### config.mk
export PLATFORM = sky130hd
export DESIGN_NAME = rom_dumper
export DESIGN_NICKNAME = d
export VERILOG_FILES = /design/src/rtl/rom_dumper_pkg.sv /design/src/rtl/rom_dumper_uart_tx.sv /design/src/rtl/rom_dumper.sv
export SDC_FILE = /design/constraint.sdc
export NUM_CORES = 1
export LEC_CHECK = 0
export ABC_AREA = 1
export BUFFER_PORTS_ARGS = -buffer_cell sky130_fd_sc_hd__buf_4
export CORE_MARGIN = 2
export CORE_UTILIZATION = 55
export CTS_CLUSTER_SIZE = 20
export DETAILED_ROUTE_END_ITERATION = 8
export GPL_ROUTABILITY_DRIVEN = 0
export GPL_TIMING_DRIVEN = 0
export HOLD_SLACK_MARGIN = 0.05
export PLACE_DENSITY = 0.78
export RECOVER_POWER = 25
export REMOVE_ABC_BUFFERS = 1
export SLEW_MARGIN = 0
export SYNTH_ARGS = -nofsm -noshare
export SYNTH_HDL_FRONTEND = slang
export SYNTH_HIERARCHICAL = 1
export SYNTH_SLANG_ARGS = --single-unit
### constraint.sdc
create_clock -name clk -period 1.95 [get_ports clk]
set_clock_uncertainty 0.05 [all_clocks]
set_input_delay 0.585 -clock clk [delete_from_list [all_inputs] [get_ports clk]]
set_output_delay 0.585 -clock clk [all_outputs]
set_load 0.02 [all_outputs]
### src/rtl/rom_dumper_pkg.sv
// Shared FSM encodings and UART framing constant for the ROM read-back path.
package rom_dumper_pkg;

  // Start bit + 8 data bits + stop bit.
  localparam int unsigned UART_FRAME_BITS = 10;

  typedef enum logic [1:0] {
    StIdle,
    StRead,
    StLoad,
    StSend
  } dump_state_e;

  typedef enum logic [1:0] {
    TxIdle,
    TxStart,
    TxData,
    TxStop
  } tx_state_e;

endpackage

### src/rtl/rom_dumper_uart_tx.sv
// 8N1 UART transmitter: one byte per tx_dv pulse, tx_done on the last clock of the stop bit.
module rom_dumper_uart_tx
  import rom_dumper_pkg::*;
#(
  parameter int unsigned CLKS_PER_BIT = 87
) (
  input  logic       clk,
  input  logic       rst_n,
  input  logic       tx_dv,
  input  logic [7:0] tx_byte,
  output logic       tx_serial,
  output logic       tx_active,
  output logic       tx_done
);

  localparam int unsigned TimerW = (CLKS_PER_BIT > 1) ? $clog2(CLKS_PER_BIT) : 1;
  localparam logic [TimerW-1:0] BitLast = TimerW'(CLKS_PER_BIT - 1);

  tx_state_e         state_q, state_d;
  logic [TimerW-1:0] timer_q, timer_d;
  logic [2:0]        bit_idx_q, bit_idx_d;
  logic [7:0]        data_q, data_d;

  // Next-state: each non-idle state holds for CLKS_PER_BIT clocks per bit.
  always_comb begin
    state_d   = state_q;
    timer_d   = timer_q;
    bit_idx_d = bit_idx_q;
    data_d    = data_q;
    tx_done   = 1'b0;
    case (state_q)
      TxIdle: begin
        timer_d   = '0;
        bit_idx_d = '0;
        if (tx_dv) begin
          data_d  = tx_byte;
          state_d = TxStart;
        end
      end
      TxStart: begin
        if (timer_q == BitLast) begin
          timer_d = '0;
          state_d = TxData;
        end else begin
          timer_d = timer_q + 1'b1;
        end
      end
      TxData: begin
        if (timer_q == BitLast) begin
          timer_d = '0;
          if (bit_idx_q == 3'd7) begin
            state_d = TxStop;
          end else begin
            bit_idx_d = bit_idx_q + 1'b1;
          end
        end else begin
          timer_d = timer_q + 1'b1;
        end
      end
      TxStop: begin
        if (timer_q == BitLast) begin
          timer_d = '0;
          tx_done = 1'b1;
          state_d = TxIdle;
        end else begin
          timer_d = timer_q + 1'b1;
        end
      end
      default: state_d = TxIdle;
    endcase
  end

  // Line level decoded from state; idle and stop are both high.
  always_comb begin
    tx_serial = 1'b1;
    case (state_q)
      TxStart: tx_serial = 1'b0;
      TxData:  tx_serial = data_q[bit_idx_q];
      default: tx_serial = 1'b1;
    endcase
  end

  assign tx_active = (state_q != TxIdle);

  // State registers.
  always_ff @(posedge clk or negedge rst_n) begin
    if (!rst_n) begin
      state_q   <= TxIdle;
      timer_q   <= '0;
      bit_idx_q <= '0;
      data_q    <= '0;
    end else begin
      state_q   <= state_d;
      timer_q   <= timer_d;
      bit_idx_q <= bit_idx_d;
      data_q    <= data_d;
    end
  end

endmodule

### src/rtl/rom_dumper.sv
// Walks WORDS ROM words on a start pulse and sends each as four little-endian UART bytes.
module rom_dumper
  import rom_dumper_pkg::*;
#(
  parameter int unsigned CLKS_PER_BIT = 87,
  parameter int unsigned WORDS        = 64
) (
  input  logic        clk,
  input  logic        rst_n,
  input  logic        start,
  output logic [31:0] ra,
  input  logic [31:0] rd,
  output logic        uart_tx,
  output logic        busy,
  output logic        done
);

  localparam int unsigned WordW = (WORDS > 1) ? $clog2(WORDS) : 1;
  localparam logic [WordW-1:0] WordLast = WordW'(WORDS - 1);

  dump_state_e      state_q, state_d;
  logic [WordW-1:0] word_cnt_q, word_cnt_d;
  logic [1:0]       byte_cnt_q, byte_cnt_d;
  logic [31:0]      word_q, word_d;
  logic             busy_q, busy_d;
  logic             done_q, done_d;
  logic             tx_dv_q, tx_dv_d;

  logic       tx_done;
  logic       unused_tx_active;
  logic [7:0] tx_byte;

  // Byte counter selects the slice; byte 0 is rd[7:0].
  assign tx_byte = word_q[{byte_cnt_q, 3'b000} +: 8];

  // Dump sequencer: READ gives the ROM a clock, LOAD captures, SEND paces bytes on tx_done.
  always_comb begin
    state_d    = state_q;
    word_cnt_d = word_cnt_q;
    byte_cnt_d = byte_cnt_q;
    word_d     = word_q;
    busy_d     = busy_q;
    done_d     = 1'b0;
    tx_dv_d    = 1'b0;
    case (state_q)
      StIdle: begin
        if (start) begin
          busy_d     = 1'b1;
          word_cnt_d = '0;
          state_d    = StRead;
        end
      end
      StRead: state_d = StLoad;
      StLoad: begin
        word_d     = rd;
        byte_cnt_d = 2'd0;
        tx_dv_d    = 1'b1;
        state_d    = StSend;
      end
      StSend: begin
        if (tx_done) begin
          if (byte_cnt_q != 2'd3) begin
            byte_cnt_d = byte_cnt_q + 1'b1;
            tx_dv_d    = 1'b1;
          end else if (word_cnt_q != WordLast) begin
            word_cnt_d = word_cnt_q + 1'b1;
            state_d    = StRead;
          end else begin
            word_cnt_d = '0;
            busy_d     = 1'b0;
            done_d     = 1'b1;
            state_d    = StIdle;
          end
        end
      end
      default: state_d = StIdle;
    endcase
  end

  // State registers.
  always_ff @(posedge clk or negedge rst_n) begin
    if (!rst_n) begin
      state_q    <= StIdle;
      word_cnt_q <= '0;
      byte_cnt_q <= '0;
      word_q     <= '0;
      busy_q     <= 1'b0;
      done_q     <= 1'b0;
      tx_dv_q    <= 1'b0;
    end else begin
      state_q    <= state_d;
      word_cnt_q <= word_cnt_d;
      byte_cnt_q <= byte_cnt_d;
      word_q     <= word_d;
      busy_q     <= busy_d;
      done_q     <= done_d;
      tx_dv_q    <= tx_dv_d;
    end
  end

  rom_dumper_uart_tx #(
    .CLKS_PER_BIT(CLKS_PER_BIT)
  ) u_uart_tx (
    .clk      (clk),
    .rst_n    (rst_n),
    .tx_dv    (tx_dv_q),
    .tx_byte  (tx_byte),
    .tx_serial(uart_tx),
    .tx_active(unused_tx_active),
    .tx_done  (tx_done)
  );

  assign ra   = 32'(word_cnt_q);
  assign busy = busy_q;
  assign done = done_q;

endmodule

Word level (Yosys, flattened, before mapping). Index checks and enable logic that the tools add are counted.

Flip-flop bits (word level): 65. Bits of input ports: 35. Output and inout bits: 35. Word-level logic and storage cells: 92.

Add/subtract/negate cells: 4. Order comparisons: 1. Equal/unequal tests: 21. Shift operators: 1. Multiplexer cells: 41. Reduce and logical (&&, ||, !) cells: 13.

Operators by type and width (count): $shiftx 32x6->8 (1); $mux 6 (4); $mux 2 (10); $ne 2x2->1 const B (8); $pmux 2 s4 (2); $mux 1 (14); $pmux 7 s2 (1); $pmux 6 s2 (1); $reduce_and 5->1 (2); $reduce_and 3->1 (3); $eq 2x2->1 const B (4); $ne 2x1->1 const B (4); $add 7x1->7 const B (1); $eq 7x7->1 const B (1); $mux 7 (1); $add 6x1->6 const B (1); $mux 3 (2); $ne 6x6->1 const B (1); $pmux 1 s2 (3); $pmux 3 s2 (1); $reduce_bool 2->1 (3); $eq 2x1->1 const B (2); $logic_not 2->1 (2); $lt 3x4->1 const B (1); 8 further kinds (8).

Longest topological paths before layout.
Depth after elaboration: 5. Depth in mapped cells: 13. Gate-level depth less buffers: 13.

Hierarchy. The synthesis kept the hierarchy.

By module, submodules not included: rom_dumper (times used 1, cells an instance 308, area an instance 2418.6 µm², sequential area each 1126.1 µm²); rom_dumper_uart_tx (times used 1, cells an instance 138, area an instance 1132.3 µm², sequential area each 500.5 µm²).

Least setup slack after synthesis. OpenSTA, ideal clock, no wires.

Path kind: register to register. Start: register u_uart_tx.timer_q[0]. End: register busy_q (netlist: busy). Setup time: 0.117 ns. Arrival: 1.550 ns. Data required time: 1.783 ns. Setup slack: 0.233 ns. Cell stages (with the launch flop): 13. Path buffers: 0. Period minus slack after synthesis: 1.717 ns. Cells stage by stage: dfrtp_1 -> inv_1 -> ha_1 -> nand2_1 -> nand3b_2 -> nor2_1 -> inv_1 -> nand2_1 -> nand2_2 -> nor2_4 -> nand3_2 -> nand2_1 -> nand2_1.

Word-level cells in the longest chain between the ends: 5.

Ends and longest elaborated chain: start, declared (line rom_dumper_uart_tx.sv:20) `logic [TimerW-1:0] timer_q, timer_d;`; start signal, assigned (line rom_dumper_uart_tx.sv:94) `timer_q <= timer_d;`; $eq 7x7->1 (line rom_dumper_uart_tx.sv:61) `if (timer_q == BitLast) begin`; $mux 1 (line rom_dumper_uart_tx.sv:61); $mux 1 (line rom_dumper_uart_tx.sv:31) `case (state_q)`; via tx_done (line rom_dumper.sv:29) `logic tx_done;`; $ne 2x2->1 (no source line); $reduce_and 5->1 (no source line); end signal, assigned (line rom_dumper.sv:95) `busy_q <= busy_d;`; end, declared (line rom_dumper.sv:25) `logic busy_q, busy_d;`.

The timed path passes the listed nets, and every way through them passes these cells. A chain may end at the register's enable or synchronous reset.

Final worst setup path.
Start: register u_uart_tx.bit_idx_q[0]. End: output uart_tx.

Word-level cells in the longest chain between the ends: 3.

Ends and longest elaborated chain: start, declared (line rom_dumper_uart_tx.sv:21) `logic [2:0] bit_idx_q, bit_idx_d;`; start signal, assigned (line rom_dumper_uart_tx.sv:95) `bit_idx_q <= bit_idx_d;`; $bmux 1 s3 (line rom_dumper_uart_tx.sv:78) `TxData: tx_serial = data_q[bit_idx_q];`; $mux 1 (implied by the code) (line rom_dumper_uart_tx.sv:78); $pmux 1 s2 (line rom_dumper_uart_tx.sv:76) `case (state_q)`; end, declared (line rom_dumper.sv:13) `output logic uart_tx,`.

No other way between the ends. The select of a mux whose other input is x is not followed.

==> flow_summary.toml <==
[worst_setup_path]
path_buf_inv = 2
r2r_cells = 12
critPathMaxFanout = 7
cp_slowest_cell = "dfrtp_2"
slowest_delay_ps = 450
cp_cell_sequence = "inv_2, nand2_1, nand3_1, nand3_2, nand3_2, nand2_2, buf_6"
crit_cells = 7
crit_family = "flip-flops"
cp-end-kind = "primary output"
cp.required_ps = 1310
arrival_ps = 1390
path_class = "register to primary output"
setup.worst_path.start_class = "register"
cp_common_cell = "nand3_2"

[yosys]
syn_area_um2 = 3550
avgSynthCellArea_um2 = 7.96
syn_inst = 446
synth-edff-count = 0
ys.flop_type = "dfrtp_1"
ys_ff_latch = 65
yosysUniqueCellTypes = 38
yosys_warnings = 6
async_flop_share = 1.00
yosysSeqAreaShare = 0.458

[routing]
dr.pass1.iters = 5
routed_via_density = 5.00
drt-initial-drc-count = 138
post_drt_wl_per_cell_um = 12.5
drc = 0
drt-total-wl_mm = 7.17
drtAntennaViolNets = 0
vias = 2873

[global_routing]
track_usage = 0.211
grt_pass1_vias = 2754
grt_start_max_net_pins = 66
grt_pass1_wl_mm = 12.1
grt_overflow = 0
antenna_found_initial = 0

[floorplanning]
dieHeight_um = 84.4
coreArea_um2 = 6310
placementRows = 29
start_util = 0.562
die_area_um2 = 7110
die_x_um = 84.4
ios = 70

[power]
vdd_drop_max_uv = 432
internal_power_w = 0.00238
p_switching_w = 0.000658
power_frac_comb = 0.058
p_leak_nw = 2.25
power.density_nw_per_um2 = 724
p_seq_frac = 0.465
pwr-share-clk = 0.477
switching_share = 0.217

[timing]
finalCritPeriodShare = 1.04
relSlewSlack = 0.0323
fin_ws_ps = -77.6
hold_viol = 0
drv_slew = 0
rsz0062_at_grt = "true"
min_period_ps = 2030
setup_viol = 1
setup_tns_ps = -77.6
max_freq_mhz = 493
worstMarginPinSlew_ps = 1450

[cells_and_area]
fin_cells = 575
mostFrequentLayoutCells = "nand2_1 (144), dfrtp_1 (62), buf_4 (46), nor2_1 (45), inv_1 (27)"
multi_input_area_um2 = 1700
fin_util = 0.664
drive_gt1_frac = 0.229
antenna_cells = 0
fin_nets = 543
fill_cells = 525
final_area_um2 = 4190
area_delta_synth_final_pct = 18.1
layout_commonest_cell = "nand2_1"
register_area_um2 = 1630

[min_path]
hp-class = "primary input to register"
whs_path_depth = 3

[placed_design]
dp_worst_setup_slack_ps = -727
port_buffers = 43
place_area_um2 = 3800
dp_hpwl_mm = 4.67
numPlacedInstances = 554

[outcome]
violations = "setup timing"
status = "finished, violations left"

[cts]
cts_tree = "done"
root_buffer = "clkbuf_8"
cts_made_buffers = 9
clock_latency_ps = 340
clk_pin_slew_worst_paths_ps = 70
cts_sinks = 65
htreeDepth = 3
clk_path_buf_depth = 2

[flow_run]
drv_cap = 0
==> power by group through the flow <==
| stage | registers (W) | logic, W | clock network, W |
|---|---|---|---|
| after floorplan | 0.00143 | 0.0000870 | 0 |
| after global placement | 0.00143 | 0.000171 | 0 |
| after detailed placement | 0.00143 | 0.000176 | 0 |
| after CTS | 0.00141 | 0.000177 | 0.00146 |
| after global routing | 0.00141 | 0.000199 | 0.00152 |
| final | 0.00141 | 0.000176 | 0.00145 |
==> worst reg2reg max path, delay by kind of cell (launching register included) <==
| kind | cells | cell delay [ps] |
|---|---|---|
| buf+inv | 2 | 130 |
| fa+ha+maj | 1 | 190 |
| simple gates | 9 | 910 |
| flops | 1 | 420 |
==> cells in the mapped netlist (all sizes together), types with 2 or more instances <==
cell type  count  area, um^2
nand2        156         611
dfrtp         65        1630
nor2          49         201
inv           38         145
buf           35         251
o21ai         26         134
nand3         25         140
ha            15         188
o22ai          9        62.6
a21oi          7        35.0
nand3b         3        26.3
nand4          3        18.8
nor3           3        26.3
clkbuf         2        7.51
or2            2        15.0
==> flip-flops by register name, indices dropped and copies added (netlist names) <==
register and count:
busy 1, byte_cnt_q 2, done 1, state_q 2
tx_dv_q 1, u_uart_tx/bit_idx_q 3, u_uart_tx/data_q 8, u_uart_tx/state_q 2
u_uart_tx/timer_q 7, word_cnt_q 6, word_q 32
==> logic make-up after synthesis <==
logic type,share of synthesized area
and+or+nand+nor,0.294
buffers and inverters,0.114
DFF,0.458
AOI/OAI and AO/OA,0.0719
adders and majority gates,0.0529
xor gates and xnor gates,0.00493
other,0.00106
muxes,0.00317
==> metal layers <==
metal	up-vias	GRT usage	routed length [um]
li1	1446	-	-
met1	1366	0.280	3260
met2	47	0.348	3590
met3	14	0.0324	201
met4	0	0.0851	124
met5	-	0	0
==> through the flow <==
step           total power, W  hold WS, ps
2_1_floorplan         0.00152          239
3_3_place_gp          0.00160          399
3_5_place_dp          0.00161          405
4_1_cts               0.00305          321
5_1_grt               0.00314          395
6_report              0.00303          386
==> path summary, 6_finish.rpt <==
check | slack [ps] | to | startpoint
min | 390 | word_q[13]$_DFFE_PN0P_ | rd[13]
max in group asynchronous | 330 | u_uart_tx/state_q[1]$_DFFE_PN0P_ | rst_n
max | -80 | uart_tx | u_uart_tx/bit_idx_q[0]$_DFFE_PN0P_
min reg2reg | 420 | word_q[21]$_DFFE_PN0P_ | word_q[21]$_DFFE_PN0P_
max reg2reg | 150 | busy$_DFFE_PN0P_ | u_uart_tx/timer_q[0]$_DFF_PN0_
min in group asynchronous | 510 | word_q[27]$_DFFE_PN0P_ | rst_n
==> final cells by class <==
cell class / instances / share of cell area
tap: 77 / 0.0230
sequential: 65 / 0.389
clock inverter: 4 / 0.0236
inverter: 38 / 0.0358
timing repair buffer: 48 / 0.0862
clock buffer: 12 / 0.0370
multi-input combinational: 331 / 0.406
==> repair_timing <==
action | CTS | global route
hold buffers | 0 | 0
setup endpoints to repair | 38 | 12
setup buffers | 3 | 2
pin swaps | 4 | 5
resized for setup | 11 | 19
(Power assumes the default switching activity.)
